$ cat config.mk
export PLATFORM = sky130hd
export DESIGN_NAME = mem_request_scheduler
export DESIGN_NICKNAME = d
export VERILOG_FILES = /design/src/rtl/mem_request_scheduler.sv
export SDC_FILE = /design/constraint.sdc
export NUM_CORES = 1
export LEC_CHECK = 0
export CAP_MARGIN = 10
export CORE_MARGIN = 4
export CORE_UTILIZATION = 35
export DETAILED_ROUTE_END_ITERATION = 8
export PLACE_DENSITY = 0.6
export REMOVE_ABC_BUFFERS = 1
export SLEW_MARGIN = 20
export SYNTH_ARGS = -nofsm -noshare
export SYNTH_HDL_FRONTEND = slang
export SYNTH_SLANG_ARGS = --single-unit
$ cat constraint.sdc
create_clock -name clk -period 6.15 [get_ports clk]
set_clock_uncertainty 0.1 [all_clocks]
set_input_delay 0.9225 -clock clk [delete_from_list [all_inputs] [get_ports clk]]
set_output_delay 0.9225 -clock clk [all_outputs]
set_load 0.01 [all_outputs]
$ cat src/rtl/mem_request_scheduler.sv
// Ring of outstanding trace memory requests, issued to a single memory port one
// at a time and retired in allocation order.
module mem_request_scheduler #(
   parameter int TRACKER_SLOTS   = 4,
   parameter int TRACE_ENTRIES   = 8192,
   parameter int DATA_ADDR_WIDTH = 32,
   localparam int IDX_W = $clog2(TRACE_ENTRIES),
   localparam int OCC_W = $clog2(TRACKER_SLOTS + 1)
) (
   input  logic                       clk,
   input  logic                       rst,
   input  logic                       alloc_valid,
   input  logic [DATA_ADDR_WIDTH-1:0] alloc_addr,
   input  logic [IDX_W-1:0]           alloc_index,
   output logic                       alloc_ready,
   output logic                       mem_req,
   output logic [DATA_ADDR_WIDTH-1:0] mem_addr,
   input  logic                       mem_gnt,
   input  logic                       mem_rvalid,
   output logic                       retire_valid,
   output logic [IDX_W-1:0]           retire_index,
   output logic [OCC_W-1:0]           occupancy
);

   localparam int PTR_W = $clog2(TRACKER_SLOTS);

   typedef struct packed {
      logic                       occupied;
      logic [DATA_ADDR_WIDTH-1:0] mem_addr;
      logic                       processing;
      logic [IDX_W-1:0]           trace_index;
   } cache_tracker_t;

   typedef enum logic [1:0] {
      MAKE_REQUEST,
      WAIT_FOR_PROCESSING,
      REQUEST_RETIRED
   } mem_action_e;

   cache_tracker_t   slots [TRACKER_SLOTS];
   logic [PTR_W-1:0] head;
   logic [PTR_W-1:0] tail;
   logic [OCC_W-1:0] occ_q;
   mem_action_e      state;
   logic             alloc_fire;
   logic             grant_fire;

   // All outputs decode registered state only, so a same-cycle retire never
   // reopens a full tracker and mem_req/mem_addr hold steady until granted.
   assign alloc_ready  = (occ_q != OCC_W'(TRACKER_SLOTS));
   assign alloc_fire   = alloc_valid && alloc_ready;
   assign mem_req      = (state == MAKE_REQUEST) && slots[head].occupied && !slots[head].processing;
   assign mem_addr     = mem_req ? slots[head].mem_addr : '0;
   assign grant_fire   = mem_req && mem_gnt;
   assign retire_valid = (state == REQUEST_RETIRED);
   assign retire_index = retire_valid ? slots[head].trace_index : '0;
   assign occupancy    = occ_q;

   always_ff @(posedge clk) begin
      if (rst) begin
         // NOTE: the slot array is reset explicitly because occupied/processing
         // are control state; a stale occupied bit would issue a phantom request.
         for (int i = 0; i < TRACKER_SLOTS; i++) slots[i] <= '0;
         head  <= '0;
         tail  <= '0;
         occ_q <= '0;
         state <= MAKE_REQUEST;
      end else begin
         // tail can only equal head here when the ring is empty, so this write
         // never collides with the grant/retire update of slots[head].
         if (alloc_fire) begin
            slots[tail] <= '{occupied: 1'b1, mem_addr: alloc_addr,
                             processing: 1'b0, trace_index: alloc_index};
            tail        <= tail + PTR_W'(1);
         end

         case (state)
            MAKE_REQUEST: begin
               if (grant_fire) begin
                  slots[head].processing <= 1'b1;
                  state                  <= WAIT_FOR_PROCESSING;
               end
            end
            WAIT_FOR_PROCESSING: begin
               if (mem_rvalid) state <= REQUEST_RETIRED;
            end
            REQUEST_RETIRED: begin
               slots[head].occupied   <= 1'b0;
               slots[head].processing <= 1'b0;
               head                   <= head + PTR_W'(1);
               state                  <= MAKE_REQUEST;
            end
            default: state <= MAKE_REQUEST;
         endcase

         case ({alloc_fire, retire_valid})
            2'b10:   occ_q <= occ_q + OCC_W'(1);
            2'b01:   occ_q <= occ_q - OCC_W'(1);
            default: occ_q <= occ_q;
         endcase
      end
   end

endmodule

==> metrics, run 1 <==
antenna violations before repair=0; max-slew violation count=0; I/O pin count=101; post-route ant nets=0; routed via count=5029; WL final=19.7 mm; RSZ-0062 raised after global routing=false; top cells by area, synth=edfxtp_1, and2_1, mux4_2, dfxtp_1, nor2b_1; # port buffers=100; crit-path cells=nor2_1 > a211oi_2 > o21ai_4 > buf_4 > nor2b_2 > clkdlybuf4s50_1; crit path time final=4210 ps; Sink Count=199; DR pass1 iterations=4; Top FF cell, synth=edfxtp_1; cts hold-fix bufs=0; worst vdd ir=158 µV; crit start category=flip-flop; HP Start=head[1]; dpl hpwl=11.5 mm; PD cells=269 mW/mm²; design area=0.0110 mm²; post-synthesis cell area=0.00915 mm²; Post-synth ARST share=0%; register bit total from synthesis=199; H-tree Lvls=4; max incr delay on CP=850 ps; slowest CP cell=dfxtp_4; element type at the critical path end=output port; final setup margin=1940 ps; Clock transition at path regs=70 ps; Worst Tran Pin Value=820 ps; placed cell areas=0.0104 mm²; Synth Instances=597; vias in the first global route=5357; maximum clock rate=237 MHz; critical path class=reg -> out; critical path data required time=5130 ps; Overflow after GRT=0; CTS tree=yes; crit share post-route=68.5%; fraction of layout cells with a size suffix above 1=15.7%; number of flops mapped to enable cells by yosys=184; area of the core=0.0255 mm²; Chip Width=170 µm; postcts setup bufs=0; register area share after synthesis=63.7%; R2R depth=5; Clock Tree Root=clkbuf_16; outcome=completed; ANT cells=0; routed len/inst=19.1 µm; placed insts=998; reg2reg start=occupancy[0]; fin nets=744; largest net degree at the start of global routing=50; P&R area growth vs syn=20.5%; initial cell density of the core=35.9%; setup slack, reg-to-reg=3380 ps; Ys Warns=0; cts repair resizes=0; DIE AREA=0.0288 mm²; final setup vio count=0; top-count cell post-synth=and2_1; Clock Tree Buf Depth=2; most common library cells after synthesis=and2_1, edfxtp_1, mux4_2; first-pass GRT wire length=30.5 mm; number of buffers created by CTS=17; Vias/cell=4.88; Worst Hold Depth=2; CP Depth=6; Setup Slack @ Placement=1710 ps; total negative slack=0 ps; CP Buf/Inv Count=2; post-synth top area share=60.4%; row count=58; Unique masters post-synth=41; cell accounting for the most synthesized area=edfxtp_1; All-Layer GR Usage=14.0%; Avg Synthesized Cell Area=15.3 µm²; gpl congestion=0.802; Finished Layout Cells=1031; Slew headroom=45.1%; Design Power=2.97 mW; clk_lat worst skew=430 ps; die height=170 µm; max-cap violations=0; count of final hold-check violations=0; Leak=3.80 nW; Largest delay share family, worst path=buffers and inverters; Critical Path Fanout Max=48; reg-to-reg critical path endpoint=slots[0][16]; CP arrival=3190 ps; DRC violation count after routing=0; Hold Crit Class=reg -> reg; 1st-iter DRT viols=344
tightest hold or removal path, cell delays in order (launching register included):
cell,delay (ps)
dfxtp_1,340
nand2_1,60
a21oi_1,70
cell type report:
type                       instances  area, µm²
fill                            2250      14500
sequential                       199       5830
multi-input combinational        351       3080
timing repair buffer             109       1110
clock buffer                      17        425
tap                              330        413
clock inverter                    15        128
inverter                          10       37.5
per-layer routing:
metal	global-route usage [%]	up-vias	routed length (µm)
met5	0	-	0
met4	3.61	0	219
met3	4.05	15	1200
met2	21.8	152	9130
met1	19.3	2525	9190
li1	-	2337	-
power by group:
part	internal [mW]	leakage (nW)	switching (mW)
clock network	0.559	0.255	0.495
logic	0.149	1.51	0.157
registers	1.58	2.04	0.0309
total	2.28	3.80	0.683
kinds of logic (layout without fill, tap and decap cells):
logic type / Yosys count / after routing / share of synthesized area (%)
simple gates: 268 / 268 / 18.6
buf+inv: 47 / 151 / 3.19
mux: 45 / 45 / 11.1
fa+ha+maj: 6 / 6 / 0.903
flops: 199 / 199 / 63.7
xor+xnor: 5 / 5 / 0.479
compound gates: 27 / 27 / 2.04
sequential cells by signal (all words and copies together) (netlist names), named ones only:
signal and cells:
head 2, occupancy 3, slots 188, state 2, tail 2
cell usage in the layout, fill, tap and decap left out, drive strengths merged:
master and n:
a41oi 1, dfxtp 15, clkbuf 17, edfxtp 184, o21ai 5, mux4 45
or3 1, ha 5, o2111ai 4, nand2b 6, clkinvlp 5, a21oi 11
clkinv 5, or2 2, nor4 1, nor3b 2, nor4b 2, nand2 11
inv 14, nor2 14, nor2b 33, xnor2 1, nand4b 1, a211oi 5
fa 1, o32ai 1, bufinv 1, buf 9, xor2 4, nand3 2
and2 193, clkdlybuf4s50 100
worst max-delay path by stage:
stage	start	to	slack [ps]
after global routing	flip-flop	mem_addr[8]	1730
after CTS	flip-flop	mem_addr[17]	1580
after global placement	rst	slots[0][24]	1830
after detailed placement	rst	slots[0][44]	1710
after floorplan	flip-flop	mem_req	760
final	flip-flop	mem_addr[17]	1940
through the flow:
stage	hold slack, ps	util, %
after floorplan	376	-
after global placement	382	40.9
after detailed placement	408	41.0
after CTS	423	43.2
after global routing	443	43.3
final	421	43.3
Note: power is estimated with default switching activity, not from simulation.
==> inputs of run 2 (changes only) <==
- clock period: 6.15 -> 3.9 ns (I/O delays scaled with it)
==> metrics, run 2 (synthesis results as in run 1) <==
PD cells=427 mW/mm²; crit-path cells=nor2_1 > a211oi_2 > o21ai_4 > buf_4 > nor2b_2 > clkdlybuf4s50_1; clk_lat worst skew=430 ps; Clock Tree Root=clkbuf_16; critical path class=reg -> out; Sink Count=199; CP Buf/Inv Count=2; vias in the first global route=5615; row count=58; worst vdd ir=269 µV; P&R area growth vs syn=20.9%; Hold Crit Class=reg -> reg; R2R depth=8; element type at the critical path end=output port; number of flip-flops in the largest register=188; max-cap violations=0; CTS tree=yes; gpl congestion=0.771; # port buffers=100; routed len/inst=20.5 µm; postcts setup bufs=0; Overflow after GRT=0; DR pass1 iterations=4; Finished Layout Cells=1037; Worst Hold Depth=2; area of the core=0.0255 mm²; placed cell areas=0.0105 mm²; Chip Width=170 µm; post-route ant nets=0; All-Layer GR Usage=15.0%; count of final hold-check violations=0; final setup vio count=0; number of buffers created by CTS=17; Critical Path Fanout Max=17; dpl hpwl=12.2 mm; Clock Tree Buf Depth=2; final hold slack=422 ps; reg2reg start=state[0]; setup slack, reg-to-reg=1210 ps; maximum clock rate=265 MHz; commonest non-fill, non-tap cell in the layout=and2_1; Largest delay share family, worst path=compound AO/OA/AOI/OAI gates; I/O pin count=101; placed insts=1004; design area=0.0111 mm²; outcome=completed; 1st-iter DRT viols=392; initial cell density of the core=35.9%; crit start category=flip-flop; first-pass GRT wire length=32.5 mm; Setup crit end=mem_addr[17]; WL final=21.3 mm; slowest CP cell=a211oi_2; Clock transition at path regs=70 ps; crit share post-route=96.6%; Fillers=2252; antenna violations before repair=1; max incr delay on CP=600 ps; reg-to-reg critical path endpoint=occupancy[2]; CP arrival=3080 ps; DRC violation count after routing=0; Leak=3.84 nW; fin nets=750; crit path time final=3770 ps; DIE AREA=0.0288 mm²; largest net degree at the start of global routing=48; CP Depth=6; fraction of layout cells with a size suffix above 1=16.7%; Vias/cell=4.92; ANT cells=0; max-slew violation count=0; routed via count=5101; Top reg by flops=slots; H-tree Lvls=4; die height=170 µm; Slew headroom=47.1%; critical path data required time=3210 ps; Worst Tran Pin Value=794 ps; commonest cells after routing, fill and taps aside=and2_1, edfxtp_1, clkdlybuf4s50_1, mux4_2, nor2b_1
==> run 2: cell types whose count changed in the layout (fill, tap and decap cells not counted), moves of 2 or more <==
cell,change
buf_4,+5
buf_12,+2
clkinvlp_4,-2
inv_8,+5
clkinv_1,-2
buf_16,-2
==> run 2: worst min path at each step <==
stage | from | end | slack (ps)
floorplan | head[1] | flip-flop | 380
global route | slots[2][46] | slots[2][46] | 460
detailed placement | slots[2][46] | slots[2][46] | 410
finish | slots[2][46] | slots[2][46] | 420
CTS | slots[2][46] | slots[2][46] | 420
global placement | occupancy[2] | occupancy[2] | 390
==> run 2: through the flow <==
step	utilization, %	power (mW)	worst slack [ps]	TNS, ps
3_5_place_dp	41.2	3.09	619	0
2_1_floorplan	-	2.82	-1150	-100100
3_3_place_gp	41.2	3.07	708	0
5_1_grt	43.4	4.89	-35.7	-114
6_report	43.4	4.73	131	0
4_1_cts	43.4	4.75	139	0
==> run 2: area by class of cell <==
| class | instances | area, µm² | area share (%) |
|---|---|---|---|
| tap | 330 | 413 | 3.73 |
| clock buffer | 17 | 425 | 3.85 |
| multi-input combinational | 352 | 3080 | 27.9 |
| timing repair buffer | 114 | 1130 | 10.2 |
| inverter | 10 | 37.5 | 0.339 |
| clock inverter | 15 | 135 | 1.22 |
| sequential | 199 | 5830 | 52.7 |
==> run 2: worst reg2reg max path: cells and delay by family (launching register included) <==
| family | cells | cell delay, ps |
|---|---|---|
| flops | 1 | 340 |
| xor+xnor | 1 | 170 |
| compound gates | 1 | 150 |
| fa+ha+maj | 2 | 690 |
| buf+inv | 2 | 660 |
| simple gates | 2 | 520 |
==> run 2: what timing repair did <==
| action | CTS | global route |
|---|---|---|
| hold buffers | 0 | 0 |
| gates resized for setup | 0 | 0 |
| hold endpoints to repair | 0 | 0 |
| setup endpoints to repair | 0 | 2 |
==> run 2: power breakdown <==
| group | switching, mW | leakage (nW) | total, mW | internal [mW] |
|---|---|---|---|---|
| combinational | 0.264 | 1.53 | 0.502 | 0.238 |
| sequential | 0.0459 | 2.04 | 2.53 | 2.48 |
| clock | 0.850 | 0.268 | 1.70 | 0.846 |
==> run 2: layer usage <==
layer  vias up  share of wire [%]  global-route usage [%]
met5         -              0.094                       0
li1       2342                  -                       -
met2       143                 49                    24.3
met1      2596                 45                    20.5
met3        18                5.1                    3.77
met4         2               0.86                    3.43
==> patch: new RTL, config.mk and constraints of run 2 <==
`DATA_ADDR_WIDTH`: 32 -> 64.
--- a/src/rtl/mem_request_scheduler.sv
+++ b/src/rtl/mem_request_scheduler.sv
@@ -3,7 +3,7 @@
 module mem_request_scheduler #(
    parameter int TRACKER_SLOTS   = 4,
    parameter int TRACE_ENTRIES   = 8192,
-   parameter int DATA_ADDR_WIDTH = 32,
+   parameter int DATA_ADDR_WIDTH = 64,
    localparam int IDX_W = $clog2(TRACE_ENTRIES),
    localparam int OCC_W = $clog2(TRACKER_SLOTS + 1)
 ) (
Ports: changed (resized alloc_addr and mem_addr); port bits go from 101 to 165. No check against the original RTL was run, so the function may have changed too.
==> patch against run 2 <==
Sequential share of layout area rose by 0.20 points. Synthesized area rose by 62%. Sequential cell count up 128. Total power rose by 76%. Worst setup slack better by 240 ps. Critical endpoint is now mem_addr[38]. Register-to-register slack improved by 70 ps. Routed wire length grew 60%. Largest power group unchanged. Critical path type unchanged. Design area is 65% higher.
==> patch: results (changes against run 2) <==
[outcome]
outcome = completed

[logic_synthesis]
synth_edf_count = 312  ; +70%
synthTopCellsByArea = edfxtp_1 (63%), and2_1 (15%), mux4_2 (12%)
synth_cell_type_count = 42  ; +2.4%
yosysSeqAreaShare_pct = 65.2  ; +1.5 points
synthTopCellsByCount = and2_1 (355), edfxtp_1 (312), mux4_2 (77), clkbuf_1 (35), and2_4 (30)

[power_and_ir_drop]
p_sw_mw = 1.87  ; +61%
irDropWorstVdd_mv = 0.311  ; +15%
seqPwrFrac_pct = 50.1  ; -3.4 points
clkPwrFrac_pct = 40.5  ; +4.6 points

[critical_path]
crit_path_end = mem_addr[38]
cp_data_arrival_time_ps = 2840  ; -240 ps
critPathMaxFanout = 34  ; +17
reg2reg_slack_ps = 1280  ; +70 ps
critPathSlowestCell = buf_4

[clock_network]
cts_sinks = 327  ; +64%
cts_buffer_depth = 3  ; +1
cts_buffers = 39  ; +22
path_clk_slew_ps = 50  ; -20 ps

[detailed_routing]
drtIter0Drc = 385  ; -1.8%
wl_met1_mm = 14.9  ; +56%
wl_met3_mm = 1.55  ; +43%
met2_length_mm = 16.8  ; +61%

[cells_and_area]
nets = 1190  ; +59%
clkbuf_count = 53  ; +36
multi_input_area_share_pct = 26.5  ; -1.4 points
instances_no_fill = 1670  ; +61%
fillers = 3758  ; +67%
n_all_inverters = 8  ; -2
buffers = 186  ; +63%
multi_input_gates = 540  ; +53%

[placed_design]
place.gp.congestion = 0.716  ; -7.2%
port_buffers = 164  ; +64%
place.detailed.hpwl_mm = 19.4  ; +59%

[global_route]
grt_pass1_vias = 8802  ; +57%
grt_pass1_wl_mm = 53.7  ; +65%
use_met3_pct = 3.08  ; -0.70 points
track_usage_pct = 15.0  ; +0.069 points
met2_usage_pct = 25.4  ; +1.1 points

[hold_path]
hold_path.startpoint = head[1]$_SDFFE_PP0P_

[timing]
worst_pin_slew_ps = 783  ; -10.7 ps
fin_hold_ws_ps = 416  ; -5.84 ps

[patch: cell types whose count changed after synthesis, moves of 5 or more]
cell      before  now
clkbuf_1      10   35
nor2b_1       24    1
nor2b_2        9    0
buf_2          6   11
edfxtp_1     184  312
and2_1       193  355
mux4_2        45   77
and2_4         0   30
[patch: stage by stage]
stage          setup slack, ps  cell area, um^2  power (mW)  utilization (%)
2_1_floorplan            -3040            14500        4.63                -
3_3_place_gp               897            17100        5.03             40.8
3_5_place_dp               887            17100        5.05             40.8
4_1_cts                    281            18300        8.45             43.6
5_1_grt                    172            18300        8.68             43.6
6_report                   374            18300        8.32             43.6
[patch: cells by family (layout without fill, tap and decap cells)]
family	count (synthesis)	after routing	synth area share, %
and+or+nand+nor	424	424	18.6
DFF	327	327	65.2
muxes	77	77	11.7
buffers and inverters	69	264	2.45
AOI/OAI and AO/OA	28	28	1.25
adders and majority gates	6	6	0.556
xor gates and xnor gates	5	5	0.295
